==> config.mk <==
export PLATFORM = sky130hd
export DESIGN_NAME = systolic_feed_ctrl
export DESIGN_NICKNAME = d
export VERILOG_FILES = /design/src/rtl/systolic_feed_ctrl.sv
export SDC_FILE = /design/constraint.sdc
export NUM_CORES = 1
export LEC_CHECK = 0
export BUFFER_PORTS_ARGS = -buffer_cell sky130_fd_sc_hd__buf_2
export CAP_MARGIN = 20
export CORE_MARGIN = 2
export CORE_UTILIZATION = 60
export CTS_CLUSTER_DIAMETER = 150
export DETAILED_ROUTE_END_ITERATION = 7
export GPL_ROUTABILITY_DRIVEN = 1
export PLACE_DENSITY = 0.84
export RECOVER_POWER = 50
export REMOVE_ABC_BUFFERS = 1
export SLEW_MARGIN = 20
export SYNTH_ARGS = -nofsm -noshare
export SYNTH_HDL_FRONTEND = slang
export SYNTH_SLANG_ARGS = --single-unit
export TNS_END_PERCENT = 30
==> constraint.sdc <==
create_clock -name clk -period 9.1 [get_ports clk]
set_input_delay 0.91 -clock clk [delete_from_list [all_inputs] [get_ports clk]]
set_output_delay 0.91 -clock clk [all_outputs]
set_load 0.1 [all_outputs]
==> src/rtl/systolic_feed_ctrl.sv <==
// Left-edge feed sequencer for a systolic array: reads NUM_ROWS row FIFOs in a
// diagonal skew (row i starts i steps after row 0), all rows advancing or stalling together.
module systolic_feed_ctrl #(
    parameter int unsigned NUM_ROWS  = 4,
    parameter int unsigned LEN_WIDTH = 8
) (
    input  logic                 clk,
    input  logic                 rstn,
    input  logic                 start,
    input  logic [LEN_WIDTH-1:0] len,
    input  logic [NUM_ROWS-1:0]  fifo_empty,
    output logic [NUM_ROWS-1:0]  fifo_rdreq,
    output logic [NUM_ROWS-1:0]  row_valid,
    output logic                 busy,
    output logic                 stall,
    output logic                 done
);

    localparam int unsigned STEP_WIDTH = LEN_WIDTH + $clog2(NUM_ROWS) + 1;

    localparam logic [1:0] ST_IDLE = 2'd0;
    localparam logic [1:0] ST_RUN  = 2'd1;
    localparam logic [1:0] ST_DONE = 2'd2;

    logic [1:0]            state_q, state_d;
    logic [STEP_WIDTH-1:0] step_q, step_d;
    logic [LEN_WIDTH-1:0]  len_q, len_d;
    logic [STEP_WIDTH-1:0] last_step;
    logic [NUM_ROWS-1:0]   need;
    logic                  run;
    logic                  blocked;

    // Outputs are gated by rstn so a mid-pass reset silences reads in the reset cycle itself.
    assign run       = rstn && (state_q == ST_RUN);
    assign last_step = STEP_WIDTH'(len_q) + STEP_WIDTH'(NUM_ROWS) - STEP_WIDTH'(2);

    always_comb begin
        need = '0;
        for (int i = 0; i < int'(NUM_ROWS); i++) begin
            need[i] = run
                   && (step_q >= STEP_WIDTH'(i))
                   && (step_q <  STEP_WIDTH'(i) + STEP_WIDTH'(len_q));
        end
    end

    assign blocked    = |(need & fifo_empty);
    assign fifo_rdreq = blocked ? '0 : need;
    assign row_valid  = fifo_rdreq;
    assign busy       = run;
    assign stall      = run && blocked;
    assign done       = rstn && (state_q == ST_DONE);

    always_ff @(posedge clk) begin
        if (!rstn) begin
            state_q <= ST_IDLE;
            step_q  <= '0;
            len_q   <= '0;
        end else begin
            state_q <= state_d;
            step_q  <= step_d;
            len_q   <= len_d;
        end
    end

    always_comb begin
        state_d = state_q;
        step_d  = step_q;
        len_d   = len_q;
        case (state_q)
            ST_IDLE: begin
                if (start) begin
                    len_d  = len;
                    step_d = '0;
                    state_d = (len != '0) ? ST_RUN : ST_DONE;
                end
            end
            ST_RUN: begin
                if (!blocked) begin
                    if (step_q == last_step) begin
                        state_d = ST_DONE;
                        step_d  = '0;
                    end else begin
                        step_d = step_q + STEP_WIDTH'(1);
                    end
                end
            end
            ST_DONE: begin
                state_d = ST_IDLE;
            end
            default: begin
                state_d = ST_IDLE;
                step_d  = '0;
            end
        endcase
    end

endmodule

==> results by group <==
Clock network
  • CTS tree: built
  • Htree depth: 1
  • Hold buffers post-CTS: 0
  • Number of buffers inserted by post-CTS setup repair: 0
  • CTS clk-pin slew, worst paths: 0.08 ns
  • Number of sinks on the clock net: 21
  • CTS Buffer Depth: 2
  • CTS buffer count: 3
  • Library cell used as clock root buffer: sky130_fd_sc_hd__clkbuf_8
  • Insertion delay to the later sink of the worst-skew pair: 0.26 ns
  • Cells resized by post-CTS repair: 0

Timing
  • Slew at the pin closest to its max-slew limit: 1.14 ns
  • Setup repair after global routing missed its margin: no
  • Min Clock Period, post-route: 5.23 ns
  • Total Neg Setup Slack: 0 ns
  • Number of max-slew violations in the final report: 0
  • Count of final setup violators: 0
  • Skew final: 0.00390 ns
  • Slew margin rel.: 23.5%
  • Number of failing hold endpoints at the final stage: 0
  • Final period util: 57.5%
  • Setup WS post-layout: 3.87 ns
  • Max Fclk: 191 MHz

Final layout
  • Final standard cell count with taps included and fillers excluded: 344
  • Highest-count cells in the layout ignoring fill and taps: sky130_fd_sc_hd__ha_1 (40), sky130_fd_sc_hd__nand2_1 (28), sky130_fd_sc_hd__buf_2 (22), sky130_fd_sc_hd__dfxtp_1 (21), sky130_fd_sc_hd__nor2_1 (19)
  • Fill cells: 322
  • Fraction of the core area covered by cells at the end of the flow: 65.7%
  • Diodes inserted: 0
  • Fraction of layout instances using a drive strength above 1: 10.8%
  • Synth-to-Final Area Change: 6.36%
  • Area taken by multi-input logic gates: 1690 um2
  • Most common cell after layout, fill and taps aside: sky130_fd_sc_hd__ha_1
  • Storage cell area: 420 um2
  • Layout Nets: 352

Synthesis
  • Number of register bits inferred by synthesis: 21
  • Fraction of the mapped netlist area in simple logic gates: 27.1%
  • Netlist Area Pre-Place: 2240 um2
  • Avg Synthesized Cell Area: 7.98 um2
  • Count of mapped cells out of synthesis: 281
  • Multiplexer fraction of the synthesized cell area: 0%
  • Dominant register cell in the synthesized netlist: sky130_fd_sc_hd__dfxtp_1
  • XOR/XNOR Fraction of Synth Area: 6.25%
  • Cell accounting for the most synthesized area: sky130_fd_sc_hd__ha_1
  • Dominant combinational cell family by area after synthesis: simple AND/OR/NAND/NOR gates
  • Unique cell type count in the Yosys netlist: 44
  • Ys async rst share: 0%
  • Seq/Total Area, Yosys: 18.7%
  • Main area contributors after synthesis: sky130_fd_sc_hd__ha_1 (22%), sky130_fd_sc_hd__dfxtp_1 (19%), sky130_fd_sc_hd__xnor2_1 (5.9%)
  • Area share of the largest cell type after synthesis: 22.3%
  • Arithmetic-cell share of the synthesized area counting full adders, half adders and majority gates: 22.3%
  • Number of warnings printed during yosys synthesis: 0
  • Synth Area in Compound Gates: 20.1%
  • Number of enable flip-flop cells after synthesis: 0

Floorplanning
  • Floorplan core area: 3630 um2
  • Num rows: 22
  • Overall die height: 65.1 um
  • Initial core utilization: 61.7%
  • Num ports: 26
  • Total die area: 4240 um2
  • Chip width: 65.1 um

Power and ir drop
  • Power Density: 125 nW/um2
  • Leakage dissipation: 0.959 nW
  • Peak VDD IR: 0.123 mV

Placed design
  • Worst slack at placement: 4.50 ns
  • Placed wire-length estimate after detailed placement: 4.09 mm
  • Count of input and output buffers: 25
  • Gp weighted congestion: 0.978
  • Number of placed instances, taps included: 340

Detailed routing
  • First-pass DRT Iterations: 4
  • Final Routed Wirelength: 5.16 mm
  • Mean routed wirelength per cell: 15.0 um
  • Vias per Instance: 6.02
  • Total number of vias: 2072
  • Final ANT Viol Nets: 0
  • Iteration-0 DRC Markers: 82
  • # DRC: 0

GRT
  • Vias in the first global route: 1915
  • Overall global routing resource usage: 26.9%
  • Antenna violations before repair: 0
  • Wire length of the first global-routing pass: 8.87 mm
  • Largest net degree at the start of global routing: 32
  • Overflow left after global routing: 0

Setup path
  • Category of the worst setup path launch point: flip-flop
  • Setup crit end kind: output port
  • Signal arrival time at the worst endpoint: 4.32 ns
  • CP Data Required Time: 8.19 ns
  • Maximum fanout count along the critical path: 17
  • Worst setup path class: flip-flop to output port

Run
  • Number of violations of the max-capacitance limit: 0

Hold path
  • Tightest Hold Check Type: flip-flop to flip-flop

Outcome
  • Run status: complete, no violations
logic make-up (layout without fill, tap and decap cells):
kind of cell             Yosys count  count (layout)
buffers and inverters             28              43
XOR/XNOR                          16              16
AND/OR/NAND/NOR                  111             111
adder cells (fa/ha/maj)           40              40
flip-flops                        21              21
AO/OA/AOI/OAI                     65              65
power by group:
group	internal, mW	leakage, nW	switching [mW]	total (mW)
combinational	0.0420	0.763	0.0837	0.126
sequential	0.0985	0.171	0.0125	0.111
clock	0.0306	0.0255	0.0313	0.0618
synthesized netlist by cell type, types with 2 or more instances:
cell                        instances
sky130_fd_sc_hd__buf_2              2
sky130_fd_sc_hd__a211oi_1           4
sky130_fd_sc_hd__clkbuf_1           8
sky130_fd_sc_hd__o21bai_1           2
sky130_fd_sc_hd__o21ai_0            5
sky130_fd_sc_hd__o21ai_1            8
sky130_fd_sc_hd__and3_1             8
sky130_fd_sc_hd__ha_1              40
sky130_fd_sc_hd__xnor2_1           15
sky130_fd_sc_hd__nor3b_1            2
sky130_fd_sc_hd__nor3_1             4
sky130_fd_sc_hd__nor2b_1            2
sky130_fd_sc_hd__nor4_1             2
sky130_fd_sc_hd__a21boi_0           8
sky130_fd_sc_hd__nand3b_1          12
sky130_fd_sc_hd__nand3_1           12
sky130_fd_sc_hd__and2_1             2
sky130_fd_sc_hd__o2111ai_1          3
sky130_fd_sc_hd__a21oi_1           18
sky130_fd_sc_hd__nand2_1           28
sky130_fd_sc_hd__dfxtp_1           21
sky130_fd_sc_hd__o311ai_0           8
sky130_fd_sc_hd__nand4_1           10
sky130_fd_sc_hd__inv_1             14
sky130_fd_sc_hd__buf_4              4
sky130_fd_sc_hd__or4_1              2
sky130_fd_sc_hd__a21boi_1           2
sky130_fd_sc_hd__nor2_1            19
state kept, by name (all words and copies together), names as in the netlist:
signal   cells
state_q      2
len_q        8
step_q      11
final cells by class:
cell class                 instances  share of cell area, %
multi-input combinational        232                   70.6
sequential                        21                   17.6
timing repair buffer              25                   5.09
tap                               48                   2.52
inverter                          14                   2.20
clock buffer                       3                   1.73
clock inverter                     1                  0.210
routing by layer:
| metal | routed length [um] | global-route usage, % | vias up |
|---|---|---|---|
| met5 | 0 | 0 | - |
| met4 | 67 | 7.55 | 0 |
| met3 | 185 | 2.91 | 7 |
| met2 | 2470 | 44.2 | 45 |
| met1 | 2440 | 37.6 | 950 |
| li1 | - | - | 1070 |
path summary, 6_finish.rpt:
check             startpoint            end  slack [ns]  depth (start not counted)
setup / recovery    len_q[2]  fifo_rdreq[0]        3.87                         13
hold / removal    step_q[10]     step_q[10]        0.50                          1
setup reg to reg    len_q[2]      step_q[7]        5.04                         12
hold reg to reg   step_q[10]     step_q[10]        0.50                          1
critical path, stage by stage (launching register included):
cell                        delay (ns)
sky130_fd_sc_hd__dfxtp_1          0.54
sky130_fd_sc_hd__inv_1            0.14
sky130_fd_sc_hd__nor4_1           0.51
sky130_fd_sc_hd__a21oi_1          0.13
sky130_fd_sc_hd__a31o_2           0.23
sky130_fd_sc_hd__ha_1             0.31
sky130_fd_sc_hd__a21oi_1          0.14
sky130_fd_sc_hd__nand3_1          0.10
sky130_fd_sc_hd__o2111ai_1        0.26
sky130_fd_sc_hd__a41oi_2          0.16
sky130_fd_sc_hd__a31oi_1          0.87
sky130_fd_sc_hd__or2_2            0.29
sky130_fd_sc_hd__nor3_1           0.06
sky130_fd_sc_hd__buf_2            0.31
per-stage QoR:
stage	hold slack, ns	power, mW	instance area (um2)
final	0.502	0.299	2390
after floorplan	0.468	0.208	2170
after CTS	0.510	0.301	2400
after global routing	0.546	0.320	2390
after global placement	0.490	0.236	2360
after detailed placement	0.488	0.239	2360
Power figures use the tool's default switching activity.
